[src/rtl/timing_phase_sequencer.sv]
// timing_phase_sequencer: steps a phase index through 0..last_phase for a
// programmed number of cycles. Each phase is held for dwell+1 clocks. The block
// emits phase and cycle strobes and has a start/busy/done handshake.
// Optional feature macro: SINGLE_STEP_EN. When it is defined, a "step" input is
// added and ends each phase in place of the dwell counter expiring.
module timing_phase_sequencer #(
   parameter int PHASE_W = 4,
   parameter int CYC_W   = 8,
   parameter int DWELL_W = 4
) (
   input  logic               clk,
   input  logic               reset_n,
   input  logic               start,
   input  logic               abort,
`ifdef SINGLE_STEP_EN
   input  logic               step,
`endif
   input  logic [CYC_W-1:0]   num_cycles,
   input  logic [PHASE_W-1:0] last_phase,
   input  logic [DWELL_W-1:0] dwell,
   output logic               busy,
   output logic               done,
   output logic [PHASE_W-1:0] phase,
   output logic               phase_strobe,
   output logic               cycle_strobe,
   output logic [CYC_W-1:0]   cycles_left
);

   typedef enum logic [1:0] {S_IDLE, S_RUN, S_DONE} state_t;

   state_t               state_reg, state_next;
   logic                 busy_reg, busy_next;
   logic                 done_reg, done_next;
   logic [PHASE_W-1:0]   phase_reg, phase_next;
   logic                 phase_strobe_reg, phase_strobe_next;
   logic                 cycle_strobe_reg, cycle_strobe_next;
   logic [CYC_W-1:0]     cycles_left_reg, cycles_left_next;
   logic [DWELL_W-1:0]   dwell_cnt_reg, dwell_cnt_next;
   logic [DWELL_W-1:0]   dwell_reg, dwell_next;
   logic [PHASE_W-1:0]   last_phase_reg, last_phase_next;
   logic                 end_of_phase;

   // A phase ends either on an external step or when the dwell counter reaches the latched dwell.
`ifdef SINGLE_STEP_EN
   assign end_of_phase = step;
`else
   assign end_of_phase = (dwell_cnt_reg == dwell_reg);
`endif

   // State and output registers; reset clears everything immediately.
   always_ff @(posedge clk or negedge reset_n) begin
      if (!reset_n) begin
         state_reg        <= S_IDLE;
         busy_reg         <= 1'b0;
         done_reg         <= 1'b0;
         phase_reg        <= '0;
         phase_strobe_reg <= 1'b0;
         cycle_strobe_reg <= 1'b0;
         cycles_left_reg  <= '0;
         dwell_cnt_reg    <= '0;
         dwell_reg        <= '0;
         last_phase_reg   <= '0;
      end else begin
         state_reg        <= state_next;
         busy_reg         <= busy_next;
         done_reg         <= done_next;
         phase_reg        <= phase_next;
         phase_strobe_reg <= phase_strobe_next;
         cycle_strobe_reg <= cycle_strobe_next;
         cycles_left_reg  <= cycles_left_next;
         dwell_cnt_reg    <= dwell_cnt_next;
         dwell_reg        <= dwell_next;
         last_phase_reg   <= last_phase_next;
      end
   end

   // Next-state and next-output logic. Strobes and done default low so they only pulse.
   always_comb begin
      state_next        = state_reg;
      busy_next         = 1'b0;
      done_next         = 1'b0;
      phase_next        = phase_reg;
      phase_strobe_next = 1'b0;
      cycle_strobe_next = 1'b0;
      cycles_left_next  = cycles_left_reg;
      dwell_cnt_next    = dwell_cnt_reg;
      dwell_next        = dwell_reg;
      last_phase_next   = last_phase_reg;

      case (state_reg)
         S_IDLE: begin
            if (start) begin
               dwell_next      = dwell;
               last_phase_next = last_phase;
               dwell_cnt_next  = '0;
               phase_next      = '0;
               if (num_cycles != '0) begin
                  state_next        = S_RUN;
                  busy_next         = 1'b1;
                  phase_strobe_next = 1'b1;
                  cycle_strobe_next = 1'b1;
                  cycles_left_next  = num_cycles;
               end else begin
                  state_next = S_DONE;
                  done_next  = 1'b1;
               end
            end
         end

         S_RUN: begin
            busy_next = 1'b1;
            if (abort) begin
               // Cancel silently: no done pulse.
               state_next       = S_IDLE;
               busy_next        = 1'b0;
               phase_next       = '0;
               cycles_left_next = '0;
               dwell_cnt_next   = '0;
            end else if (end_of_phase) begin
               dwell_cnt_next = '0;
               if (phase_reg < last_phase_reg) begin
                  phase_next        = phase_reg + PHASE_W'(1);
                  phase_strobe_next = 1'b1;
               end else if (cycles_left_reg > CYC_W'(1)) begin
                  phase_next        = '0;
                  cycles_left_next  = cycles_left_reg - CYC_W'(1);
                  phase_strobe_next = 1'b1;
                  cycle_strobe_next = 1'b1;
               end else begin
                  state_next       = S_DONE;
                  busy_next        = 1'b0;
                  done_next        = 1'b1;
                  phase_next       = '0;
                  cycles_left_next = '0;
               end
            end else begin
               dwell_cnt_next = dwell_cnt_reg + DWELL_W'(1);
            end
         end

         S_DONE: begin
            // One clock only; start is not looked at here.
            state_next = S_IDLE;
         end

         default: begin
            state_next = S_IDLE;
         end
      endcase
   end

   assign busy         = busy_reg;
   assign done         = done_reg;
   assign phase        = phase_reg;
   assign phase_strobe = phase_strobe_reg;
   assign cycle_strobe = cycle_strobe_reg;
   assign cycles_left  = cycles_left_reg;

endmodule
[config.mk]
export PLATFORM = sky130hd
export DESIGN_NAME = timing_phase_sequencer
export DESIGN_NICKNAME = d
export VERILOG_FILES = /design/src/rtl/timing_phase_sequencer.sv
export SDC_FILE = /design/constraint.sdc
export NUM_CORES = 1
export LEC_CHECK = 0
export CAP_MARGIN = 40
export CORE_MARGIN = 5
export CORE_UTILIZATION = 29
export CTS_CLUSTER_SIZE = 20
export DETAILED_ROUTE_END_ITERATION = 16
export PLACE_DENSITY = 0.52
export SETUP_SLACK_MARGIN = 0.4
export SLEW_MARGIN = 0
export SYNTH_ARGS = -nofsm -noshare
export SYNTH_HDL_FRONTEND = slang
export SYNTH_SLANG_ARGS = --single-unit
[constraint.sdc]
create_clock -name clk -period 5.34 [get_ports clk]
set_input_delay 1.602 -clock clk [delete_from_list [all_inputs] [get_ports clk]]
set_output_delay 1.602 -clock clk [all_outputs]
set_load 0.02 [all_outputs]
==> flow_summary.json, run 1 <==
{
  "synth_cell_type_count": 41,
  "syn_avg_cell_area_um2": 9.84,
  "cpMostUsedCell": "o21ai_1",
  "cts.clk_slew.worst_paths_ps": 60,
  "slowest_stage": "clkdlybuf4s50_1",
  "synth_edf_count": 0,
  "fp-row-count": 28,
  "hold_path.class": "reg2reg",
  "die_w_um": 86.8,
  "grt_pass1_wl_um": 7560,
  "cts_hold_buf": 0,
  "clock_sinks": 30,
  "grt_pass1_vias": 1486,
  "tritoncts": "built",
  "final_hold_viol_count": 0,
  "routed_wl_um": 4270,
  "synth_xor_area_share_pct": 3.07,
  "synth.net_count": 201,
  "slew_violations": 0,
  "fin_crit_sh_pct": 64.2,
  "path_depth": 6,
  "status": "finished, final reports clean",
  "required_ps": 5540,
  "worst-path-buf-inv": 1,
  "p_leak_nw": 0.930,
  "synth_top_family_by_area": "simple AND/OR/NAND/NOR gates",
  "grt_max_degree": 31,
  "die_h_um": 86.8,
  "worstHoldStart": "last_phase_reg[0]",
  "largest_reg_flops": 8,
  "ys_top_cells_by_area": "dfrtp_1 44%, nand2_1 5.3%, ha_1 5.1%, mux2_2 3.9%, nor2_1 3.7%",
  "grt-ovfl-total": 0,
  "vias_per_cell": 5.01,
  "dr_total_vias": 1438,
  "ff2ff_path_depth": 6,
  "synth_warnings": 0,
  "crit_type": "in2reg",
  "coreArea_mm2": 0.00582,
  "initial_core_util_pct": 29.4,
  "ys_seq_elements": 30,
  "p_per_area_mw_per_mm2": 402,
  "slew_headroom_pct": 50.5,
  "worstPathArrival_ps": 3620,
  "synthAdderAreaFrac_pct": 5.12,
  "numPortBuffers": 35,
  "finalSetupTns_ps": 0,
  "peakVddDrop_v": 0.000166,
  "cts_resized": 0,
  "cp_slowest_stage_delay_ps": 550,
  "dr.pass1.iters": 4,
  "cts_buffers": 5,
  "cp_top_family": "simple AND/OR/NAND/NOR gates",
  "min_period_ps": 3430,
  "hpwl_um": 3200,
  "antenna_left": 0,
  "wl_per_cell_um": 14.9,
  "post_cts_buffers": 0,
  "diodes": 0,
  "whs_path_depth": 1,
  "finalNonFillerCells": 287,
  "crit_path_max_fanout": 16,
  "setup_viol": 0,
  "ys_seq_area_share_pct": 43.9,
  "htree_levels": 2,
  "r2r-start": "phase[3]",
  "dieArea_mm2": 0.00754,
  "routabilityCongestion": 0.757,
  "pre_cts_slack_ps": 1640,
  "synthMuxAreaShare_pct": 4.61,
  "drive_gt1_share_pct": 12.3,
  "synth_async_sr_flop_share_pct": 100,
  "final_nets": 240,
  "grt_antenna_before_repair": 0,
  "rsz0062_at_grt": "false",
  "hold_path_end": "last_phase_reg[0]",
  "syn_inst": 174,
  "cts_root_buf": "clkbuf_8",
  "max-cap-violations": 0,
  "crit_chain": "clkdlybuf4s50_1, nor3b_4, o211ai_1, nand4_1, o21ai_1, o21ai_1",
  "endpoint_kind": "flop",
  "tightest_slew_ps": 742,
  "rrSetupSlack_ps": 3140,
  "netlist_area_mm2": 0.00171,
  "clk_path_buf_depth": 2,
  "grtUsageTotal_pct": 12.8,
  "reg2reg_to": "cycles_left[5]",
  "clk-insertion-delay-late_ps": 280,
  "drc": 0,
  "skew_ps": 3.47,
  "fmax_ghz": 0.292,
  "post-route-util_pct": 38.0,
  "synth_area_leader_cell": "dfrtp_1",
  "synthToLayoutAreaGrowth_pct": 29.2,
  "synth-simple-area-share_pct": 22.4,
  "synth_compound_area_share_pct": 17.6,
  "synth_top_area_share_pct": 43.9,
  "ys.flop_type": "dfrtp_1",
  "dpl.cell_count": 281,
  "ioPinCount": 36,
  "cp-start-kind": "primary input",
  "finalWorstSetupSlack_ps": 1910,
  "drt_iter0_drc": 57
}
[worst register-to-register path, stage by stage, from the launching register on]
cell and delay (ps):
dfrtp_1 430, ha_1 320, o211ai_1 110, o211ai_1 310
nand4_1 540, o21ai_1 290, o21ai_1 80
[cells in the mapped netlist (2+ instances only)]
| cell type | number |
|---|---|
| nand4_1 | 2 |
| nor3b_1 | 2 |
| nor4_1 | 5 |
| mux2_2 | 6 |
| o211ai_1 | 2 |
| inv_1 | 6 |
| o21ai_1 | 9 |
| nor4_2 | 2 |
| xor2_1 | 6 |
| nand3_1 | 6 |
| a22oi_1 | 4 |
| ha_1 | 7 |
| nor2b_1 | 2 |
| o21ai_0 | 11 |
| or4_4 | 3 |
| o31ai_1 | 2 |
| or2_2 | 2 |
| dfrtp_1 | 30 |
| buf_6 | 2 |
| nand2_1 | 24 |
| nor2_1 | 17 |
| a21oi_1 | 5 |
[worst max path at each step]
| stage | to | from | slack [ps] |
|---|---|---|---|
| 4_1_cts | cycles_left[0] | abort | 1910 |
| 3_3_place_gp | cycles_left[1] | abort | 1650 |
| 2_1_floorplan | cycles_left[7] | abort | 2620 |
| 5_1_grt | cycles_left[2] | abort | 1670 |
| 6_report | cycles_left[5] | abort | 1910 |
| 3_5_place_dp | cycles_left[0] | abort | 1640 |
[per-stage QoR]
| step | instance area [um2] | power, mW | hold slack, ps |
|---|---|---|---|
| finish | 2210 | 0.888 | 524 |
| global route | 2210 | 0.958 | 545 |
| CTS | 2210 | 0.899 | 519 |
| detailed placement | 2130 | 0.714 | 503 |
| global placement | 2130 | 0.714 | 504 |
| floorplan | 1710 | 0.582 | 472 |
[report_power, final]
group | leakage, nW | switching [mW] | internal, mW | total (mW)
sequential | 0.384 | 0.0754 | 0.275 | 0.350
combinational | 0.503 | 0.190 | 0.167 | 0.357
clock | 0.0431 | 0.0819 | 0.0992 | 0.181
[layout make-up]
cell class	instances	area, um2
clock buffer	6	82.6
tap	75	93.8
inverter	6	22.5
timing repair buffer	36	358
sequential	30	751
fill	618	3600
multi-input combinational	134	905
[cell usage in the layout, fill, tap and decap left out, drive strengths merged, types with 6 or more instances in the layout]
cell,count
nor4,7
dfrtp,30
inv,6
clkbuf,6
ha,7
nor2,17
clkdlybuf4s50,35
o21ai,21
nand2,25
nand3,6
a21oi,6
xor2,6
mux2,7
[cell families (layout without fill, tap and decap cells)]
logic type / count (synthesis) / count (layout)
and+or+nand+nor: 72 / 72
xor gates and xnor gates: 6 / 6
adders and majority gates: 7 / 7
muxes: 7 / 7
AOI/OAI and AO/OA: 42 / 42
DFF: 30 / 30
buffers and inverters: 10 / 48
[metal layers]
layer,vias up,track usage [%],share of wire [%]
met5,-,0,0
met4,0,3.54,0.75
met3,4,3.33,6.4
met2,39,19.4,47
met1,686,18.0,46
li1,709,-,-
(Power assumes the default switching activity.)
==> inputs of run 2 (changes only) <==
--- a/config.mk
+++ b/config.mk
@@ -10,7 +10,7 @@
 export CORE_UTILIZATION = 29
 export CTS_CLUSTER_SIZE = 20
 export DETAILED_ROUTE_END_ITERATION = 16
-export PLACE_DENSITY = 0.52
+export PLACE_DENSITY = 0.54
 export SETUP_SLACK_MARGIN = 0.4
 export SLEW_MARGIN = 0
 export SYNTH_ARGS = -nofsm -noshare
==> constraint.sdc (replaced) <==
create_clock -name clk -period 2.9 [get_ports clk]
set_input_delay 0.87 -clock clk [delete_from_list [all_inputs] [get_ports clk]]
set_output_delay 0.87 -clock clk [all_outputs]
set_load 0.02 [all_outputs]
==> run 2 against run 1 <==
Critical path depth down 5; sequential share of layout area decreased by 0.81 points; global-route usage fell by 0.65 points.
==> flow_summary.json, run 2 (synthesis results as in run 1) <==
{
  "slew_violations": 0,
  "final_hold_viol_count": 0,
  "coreArea_mm2": 0.00582,
  "timing.hold.ws_ps": 524,
  "final_nets": 246,
  "slew_headroom_pct": 60.3,
  "layout_commonest_cell": "clkdlybuf4s50_1",
  "wl_per_cell_um": 14.1,
  "routabilityCongestion": 0.804,
  "grtUsageTotal_pct": 12.2,
  "status": "finished, final reports clean",
  "cts_hold_buf": 0,
  "ioPinCount": 36,
  "drive_gt1_share_pct": 15.0,
  "tritoncts": "built",
  "endpoint_kind": "primary output",
  "pre_cts_slack_ps": 83.8,
  "diodes": 0,
  "max-cap-violations": 0,
  "crit_path_max_fanout": 8,
  "rsz0062_at_grt": "false",
  "skew_ps": 5.27,
  "synthToLayoutAreaGrowth_pct": 32.4,
  "die_h_um": 86.8,
  "worstPathArrival_ps": 1490,
  "post_cts_buffers": 2,
  "rrSetupSlack_ps": 870,
  "slowest_stage": "clkdlybuf4s50_1",
  "p_leak_nw": 0.964,
  "initial_core_util_pct": 29.4,
  "fmax_ghz": 0.424,
  "tightest_slew_ps": 591,
  "finalSetupTns_ps": 0,
  "numPortBuffers": 35,
  "hpwl_um": 3210,
  "hold_path.class": "reg2reg",
  "worst-path-buf-inv": 1,
  "dr_total_vias": 1463,
  "dr.pass1.iters": 4,
  "min_period_ps": 2360,
  "worstHoldStart": "last_phase_reg[0]",
  "drt_iter0_drc": 56,
  "dieArea_mm2": 0.00754,
  "fp-row-count": 28,
  "clk-insertion-delay-late_ps": 270,
  "cts_root_buf": "clkbuf_8",
  "peakVddDrop_v": 0.000307,
  "fillers": 621,
  "power_mw": 1.66,
  "cp-start-kind": "flop",
  "routed_wl_um": 4170,
  "grt_pass1_wl_um": 7250,
  "cts_buffers": 5,
  "cp_top_family": "buffers and inverters",
  "cp_slowest_stage_delay_ps": 670,
  "crit_chain": "clkdlybuf4s50_1",
  "clock_sinks": 30,
  "antenna_left": 0,
  "grt-ovfl-total": 0,
  "largest_reg_flops": 8,
  "htree_levels": 2,
  "final_cell_mix": "35 x clkdlybuf4s50_1, 30 x dfrtp_1, 24 x nand2_1",
  "r2r-start": "phase[3]",
  "grt_antenna_before_repair": 0,
  "grt_pass1_vias": 1494,
  "die_w_um": 86.8,
  "p_per_area_mw_per_mm2": 731,
  "required_ps": 2030,
  "crit_type": "reg2out",
  "vias_per_cell": 4.96,
  "fin_crit_sh_pct": 81.3,
  "cts_resized": 0,
  "finalWorstSetupSlack_ps": 542,
  "crit_start": "cycles_left[6]",
  "cts.clk_slew.worst_paths_ps": 60,
  "drc": 0,
  "setup_viol": 0,
  "clk_path_buf_depth": 2,
  "grt_max_degree": 31
}
-- run 2: final cells by class --
type	count	area, um2	share of cell area (%)
multi-input cells	134	905	39.9
flip-flops and latches	30	751	33.1
well taps	75	93.8	4.14
repair buffers	42	403	17.8
clock inverters	1	5.00	0.221
clock buffers	7	86.3	3.81
inverters	6	22.5	0.994
-- run 2: final timing paths --
path / cells after the start / to
max: 1 / cycles_left[6]
max reg2reg: 6 / phase[3]
min: 1 / last_phase_reg[0]
min in group asynchronous: 2 / last_phase_reg[3]
min reg2reg: 1 / last_phase_reg[0]
max in group asynchronous: 2 / cycles_left[7]
-- run 2: power breakdown --
group          switching [mW]  internal [mW]
registers               0.133          0.506
clock network           0.149          0.191
logic                   0.354          0.323
-- run 2: stage by stage --
| step | area, um2 | util [%] | cells |
|---|---|---|---|
| 4_1_cts | 2270 | 39.0 | 295 |
| 3_3_place_gp | 2160 | 37.1 | 285 |
| 2_1_floorplan | 1710 | - | 174 |
| 5_1_grt | 2270 | 39.0 | 295 |
| 6_report | 2270 | 39.0 | 295 |
| 3_5_place_dp | 2160 | 37.1 | 285 |
-- run 2: routing by layer --
metal	part of all wire, %	up-vias	GRT usage, %
li1	-	722	-
met1	45	687	15.4
met2	46	47	19.6
met3	8.4	7	3.99
met4	1.2	0	3.82
met5	0	-	0
